File: src/rtl/router_pkg.sv
// Shared router definitions: header field widths, rx FSM states and the
// default mid-packet stall limit.
package router_pkg;

    localparam int LEN_W       = 6;
    localparam int ADDR_W      = 2;
    localparam int DATA_W      = 8;
    localparam int TIMEOUT_DEF = 30;

    typedef enum logic [1:0] {
        IDLE,
        HDR_CAP,
        BODY,
        CHECK
    } rx_state_e;

endpackage

File: src/rtl/router_rx_timer.sv
// Stall counter: counts enabled cycles since the last clear and pulses
// expire on the TIMEOUT-th one; holds its count when neither input is set.
module router_rx_timer #(
    parameter int TIMEOUT = 30
) (
    input  logic clk,
    input  logic reset,
    input  logic clr,
    input  logic en,
    output logic expire
);

    localparam int CW = (TIMEOUT < 2) ? 1 : $clog2(TIMEOUT);

    logic [CW-1:0] cnt_q, cnt_d;

    always_comb begin
        cnt_d  = cnt_q;
        expire = 1'b0;
        if (clr) begin
            cnt_d = '0;
        end else if (en) begin
            if (cnt_q == CW'(TIMEOUT - 1)) begin
                expire = 1'b1;
                cnt_d  = '0;
            end else begin
                cnt_d = cnt_q + 1'b1;
            end
        end
    end

    always_ff @(posedge clk) begin
        if (reset) cnt_q <= '0;
        else       cnt_q <= cnt_d;
    end

endmodule

File: src/rtl/router_rx_sink.sv
// Router output-port consumer: reads header/payload/parity from the port FIFO,
// streams payload, checks parity/addr. Define ROUTER_RX_STATS_EN for counters.
module router_rx_sink
    import router_pkg::*;
#(
    parameter int PORT_ID = 0,
    parameter int TIMEOUT = TIMEOUT_DEF,
    parameter int CNT_W   = 16
) (
    input  logic              clk,
    input  logic              reset,
    input  logic              vld_out,
    input  logic [DATA_W-1:0] data_out,
    output logic              read_enb,
    input  logic              sink_ready,
    output logic              pl_valid,
    output logic [DATA_W-1:0] pl_data,
    output logic              pkt_done,
    output logic [LEN_W-1:0]  pkt_len,
    output logic              parity_err,
    output logic              addr_err,
    output logic              timeout_err,
    output logic [CNT_W-1:0]  pkt_count,
    output logic [CNT_W-1:0]  err_count
);

    rx_state_e         state_q, state_d;
    logic [LEN_W-1:0]  len_q, len_d;
    logic [ADDR_W-1:0] addr_q, addr_d;
    logic [DATA_W-1:0] acc_q, acc_d;
    logic [DATA_W-1:0] par_q, par_d;
    logic [DATA_W-1:0] pl_data_q, pl_data_d;
    logic              pl_valid_q, pl_valid_d;
    logic [LEN_W:0]    rd_rem_q, rd_rem_d;
    logic [LEN_W:0]    rx_rem_q, rx_rem_d;
    logic              inflight_q, inflight_d;
    logic              tmr_clr, tmr_en, tmr_expire;

    // Stall timer only advances while a body read is still owed and the FIFO is empty.
    assign tmr_en  = (state_q == BODY) & ~vld_out & (rd_rem_q != '0);
    assign tmr_clr = (state_q != BODY) | read_enb;

    router_rx_timer #(.TIMEOUT(TIMEOUT)) u_timer (
        .clk    (clk),
        .reset  (reset),
        .clr    (tmr_clr),
        .en     (tmr_en),
        .expire (tmr_expire)
    );

    always_comb begin
        state_d    = state_q;
        len_d      = len_q;
        addr_d     = addr_q;
        acc_d      = acc_q;
        par_d      = par_q;
        pl_data_d  = pl_data_q;
        pl_valid_d = 1'b0;
        rd_rem_d   = rd_rem_q;
        rx_rem_d   = rx_rem_q;
        inflight_d = 1'b0;
        read_enb   = 1'b0;
        case (state_q)
            IDLE: begin
                read_enb = vld_out;
                if (vld_out) state_d = HDR_CAP;
            end
            HDR_CAP: begin
                len_d    = data_out[DATA_W-1 -: LEN_W];
                addr_d   = data_out[ADDR_W-1:0];
                acc_d    = data_out;
                rd_rem_d = {1'b0, data_out[DATA_W-1 -: LEN_W]} + 1'b1;
                rx_rem_d = {1'b0, data_out[DATA_W-1 -: LEN_W]} + 1'b1;
                state_d  = BODY;
            end
            BODY: begin
                read_enb   = vld_out & (rd_rem_q != '0) & sink_ready;
                inflight_d = read_enb;
                if (read_enb) rd_rem_d = rd_rem_q - 1'b1;
                // The last byte counted by rx_rem is parity, never payload.
                if (inflight_q) begin
                    rx_rem_d = rx_rem_q - 1'b1;
                    if (rx_rem_q > (LEN_W+1)'(1)) begin
                        pl_valid_d = 1'b1;
                        pl_data_d  = data_out;
                        acc_d      = acc_q ^ data_out;
                    end else begin
                        par_d   = data_out;
                        state_d = CHECK;
                    end
                end
                if (tmr_expire) state_d = IDLE;
            end
            CHECK:   state_d = IDLE;
            default: state_d = IDLE;
        endcase
    end

    always_ff @(posedge clk) begin
        if (reset) begin
            state_q    <= IDLE;
            len_q      <= '0;
            addr_q     <= '0;
            acc_q      <= '0;
            par_q      <= '0;
            pl_data_q  <= '0;
            pl_valid_q <= 1'b0;
            rd_rem_q   <= '0;
            rx_rem_q   <= '0;
            inflight_q <= 1'b0;
        end else begin
            state_q    <= state_d;
            len_q      <= len_d;
            addr_q     <= addr_d;
            acc_q      <= acc_d;
            par_q      <= par_d;
            pl_data_q  <= pl_data_d;
            pl_valid_q <= pl_valid_d;
            rd_rem_q   <= rd_rem_d;
            rx_rem_q   <= rx_rem_d;
            inflight_q <= inflight_d;
        end
    end

    assign pl_valid    = pl_valid_q;
    assign pl_data     = pl_data_q;
    assign pkt_len     = len_q;
    assign pkt_done    = (state_q == CHECK);
    assign parity_err  = pkt_done & (acc_q != par_q);
    assign addr_err    = pkt_done & (addr_q != ADDR_W'(PORT_ID));
    assign timeout_err = tmr_expire;

`ifdef ROUTER_RX_STATS_EN
    logic [CNT_W-1:0] pkt_cnt_q, pkt_cnt_d;
    logic [CNT_W-1:0] err_cnt_q, err_cnt_d;

    always_comb begin
        pkt_cnt_d = pkt_cnt_q;
        err_cnt_d = err_cnt_q;
        if (pkt_done) begin
            if (parity_err | addr_err) err_cnt_d = err_cnt_q + 1'b1;
            else                       pkt_cnt_d = pkt_cnt_q + 1'b1;
        end
        if (timeout_err) err_cnt_d = err_cnt_q + 1'b1;
    end

    always_ff @(posedge clk) begin
        if (reset) begin
            pkt_cnt_q <= '0;
            err_cnt_q <= '0;
        end else begin
            pkt_cnt_q <= pkt_cnt_d;
            err_cnt_q <= err_cnt_d;
        end
    end

    assign pkt_count = pkt_cnt_q;
    assign err_count = err_cnt_q;
`else
    assign pkt_count = '0;
    assign err_count = '0;
`endif

endmodule
File: config.mk
export PLATFORM = sky130hd
export DESIGN_NAME = router_rx_sink
export DESIGN_NICKNAME = d
export VERILOG_FILES = /design/src/rtl/router_pkg.sv /design/src/rtl/router_rx_timer.sv /design/src/rtl/router_rx_sink.sv
export SDC_FILE = /design/constraint.sdc
export NUM_CORES = 1
export LEC_CHECK = 0
export ABC_AREA = 1
export CORE_ASPECT_RATIO = 2
export CORE_UTILIZATION = 30
export DETAILED_ROUTE_END_ITERATION = 6
export PLACE_DENSITY_LB_ADDON = 0.25
export SYNTH_ARGS = -nofsm -noshare
export SYNTH_HDL_FRONTEND = slang
export SYNTH_HIERARCHICAL = 1
export SYNTH_SLANG_ARGS = --single-unit
File: constraint.sdc
create_clock -name clk -period 2.1 [get_ports clk]
set_input_delay 0.42 -clock clk [delete_from_list [all_inputs] [get_ports clk]]
set_output_delay 0.42 -clock clk [all_outputs]
set_load 0.05 [all_outputs]
==> run metrics <==
Max IR drop VDD 0.3698 mV; TNS Setup 0 ps; post-cts hold buffer count 0; final worst slack 7.355 ps; drc violations 0; CTS tree built; antenna violations before repair 0; CP Class reg2out; CP cell instances inv_2, ha_4, nand4_1, nand2_1, nor2_4, nand3_4, nor3_4, buf_12; share of cells above drive strength 1 13.12%; largest cells by area after synthesis dfxtp_1 (36%), nand2_1 (9.5%), nor2_1 (9.5%), buf_4 (8.1%), o21ai_0 (8.0%); n_diodes 0; number of synthesized flops with an enable pin 0; routed wire length 8194 um; # setup viols final 0; area share of the largest cell type after synthesis 35.79%; Yosys cell types 31; sequential power share 37.8%; clock latency on the worst-skew pair 300 ps; Final #Nets 521; Hold Path Class reg2reg; routed vias 2948; status finished clean; Post-Syn Area 3077 um2; GP Congestion 0.8403; ys async rst share 0%; crit end category output pin; part of the cycle the worst path needs 99.65%; register area share after synthesis 35.79%; DR WL/cell 12.84 um; Mapped Cells 453; RSZ-0062 raised after global routing true; Min Clock Period, post-route 2093 ps; IO Count 64; fin util 38.30%; Die W 73.61 um; largest net degree at the start of global routing 23; number of max-cap violations 0; DP HPWL 6166 um; commonest cells in the netlist nand2_1 (78), nor2_1 (78), dfxtp_1 (55); worst relative slew slack 65.29%; largest fanout on the critical path 2; Max Slew Vio Count 0; Cell Pwr Density 838.2 nW/um2; placed cell area 3541 um2; Max Clk Rate 0.4779 GHz; first-pass GRT wire length 13340 um; Reg clk slew, reported paths 80 ps; DRT antenna net count 0; clock share of power 30.8%; internal power 0.002043 W; initial DRC count 124; Crit path max-delay family simple AND/OR/NAND/NOR gates; slew at the pin closest to its max-slew limit 520.1 ps; dpl cells 621; Critical Path RT 1680 ps; Sw Pwr 0.001174 W; Clock Sinks 55; Synth Area per Inst 6.792 um2; DP Worst Slack 48.19 ps; Root Driver clkbuf_16; H-tree depth 2; height of the die 145.2 um; Initial Util 30.71%; PortBufs 31; Vias per Instance 4.621; FF+latch count, synth 55; row cnt 52; Logic pwr share 31.4%; CTS max path bufs 2; switching share of power 36.50%; final hold vios 0; P&R area growth vs syn 24.73%; Num CTS Buffers 5; First-pass DRT Iterations 6; total track usage 16.30%; Finished Cell Area 3837 um2; Non-Filler Instances 638; largest area contributor in the netlist dfxtp_1; Worst Path Buf+Inv 2; Post-synth top flop dfxtp_1; Synth warnings 6; slowest cell delay on critical path 340 ps; clk_skew 6.866 ps; Worst EP arrival 1670 ps; vias in the first global route 2824; Startpoint Class flop; total grt overflow 0; Leak Pwr 1.633 nW; area of the die 10690 um2; CP max stage cell dfxtp_2; core area 10020 um2
## routing by layer
metal,up-vias,GRT usage (%),wire length [um]
met1,1366,15.18,2918
met5,-,0,0
met2,71,32.34,4760
met4,0,7.500,300
met3,17,2.292,214
li1,1494,-,-
## cell type report
| class | instances | area (um2) |
|---|---|---|
| sequential | 55 | 1106 |
| timing repair buffer | 55 | 530.5 |
| clock buffer | 5 | 125.1 |
| inverter | 44 | 165.2 |
| fill | 1120 | 6182 |
| tap | 135 | 168.9 |
| multi-input combinational | 341 | 1694 |
| clock inverter | 3 | 47.55 |
## worst min-delay path: stages (launching register included)
cell,delay (ps)
dfxtp_1,310
nand2_1,60
a21oi_1,50
## kinds of logic (layout without fill, tap and decap cells)
logic type	count (synthesis)	count (layout)	synth area share, %
adder cells (fa/ha/maj)	7	7	2.847
AO/OA/AOI/OAI	89	89	15.13
XOR/XNOR	14	14	3.985
flip-flops	55	55	35.79
AND/OR/NAND/NOR	199	199	27.21
buffers and inverters	88	107	14.92
other	1	32	0.1219
## cells in the final DEF, fill, tap and decap left out, types with 2 or more instances in the layout
master | synthesis | layout
nor2_1 | 78 | 75
nor2_2 | 1 | 2
xor2_1 | 3 | 3
o21ai_0 | 49 | 49
nand3_1 | 20 | 19
nand3_4 | 1 | 2
buf_12 | 0 | 2
a21oi_1 | 31 | 31
inv_2 | 5 | 8
inv_1 | 39 | 36
nand2_1 | 78 | 77
dfxtp_2 | 0 | 4
nor3_1 | 4 | 2
dfxtp_1 | 55 | 51
clkbuf_16 | 0 | 5
clkdlybuf4s50_1 | 0 | 25
nand4_1 | 8 | 8
o21bai_1 | 2 | 2
nand2_2 | 5 | 6
conb_1 | 1 | 32
xnor2_1 | 11 | 11
a211oi_1 | 2 | 2
or2_0 | 2 | 2
nor2_4 | 0 | 2
buf_4 | 33 | 26
ha_1 | 7 | 6
## registers in the layout, indices dropped and copies added (netlist names)
| name | cells |
|---|---|
| inflight_q | 1 |
| addr_q | 2 |
| u_timer/cnt_q | 5 |
| acc_q | 8 |
| pkt_len | 6 |
| pl_data | 8 |
| par_q | 8 |
| rd_rem_q | 7 |
| rx_rem_q | 7 |
| pl_valid | 1 |
| state_q | 2 |
## stage by stage
| step | hold slack, ps | power, W |
|---|---|---|
| floorplan | 440.5 | 0.001959 |
| global placement | 450.9 | 0.002180 |
| detailed placement | 453.7 | 0.002192 |
| CTS | 465.4 | 0.003216 |
| global route | 485.2 | 0.003397 |
| finish | 463.0 | 0.003217 |
## power groups by stage
stage / registers (W) / clock network [W] / logic (W)
detailed placement: 0.00123 / 0 / 0.000960
CTS: 0.00121 / 0.00100 / 0.00100
finish: 0.00121 / 0.000991 / 0.00101
floorplan: 0.00127 / 0 / 0.000687
global route: 0.00123 / 0.00105 / 0.00112
global placement: 0.00123 / 0 / 0.000949
## path summary, 6_finish.rpt
kind / cells past startpoint / slack (ps) / endpoint / from
setup reg to reg: 11 / 360 / state_q[0]$_SDFFE_PP0P_ / rd_rem_q[1]$_SDFFE_PP0P_
hold reg to reg: 2 / 460 / pl_data[3]$_SDFFE_PP0P_ / pl_data[3]$_SDFFE_PP0P_
setup / recovery: 8 / 7 / timeout_err / rd_rem_q[1]$_SDFFE_PP0P_
hold / removal: 2 / 460 / pl_data[3]$_SDFFE_PP0P_ / pl_data[3]$_SDFFE_PP0P_
## what timing repair did
action,in CTS,in global routing
buffers inserted,9,0
resized for setup,10,6
setup endpoints to repair,1,2
pin swaps,6,2
(Power assumes the default switching activity.)
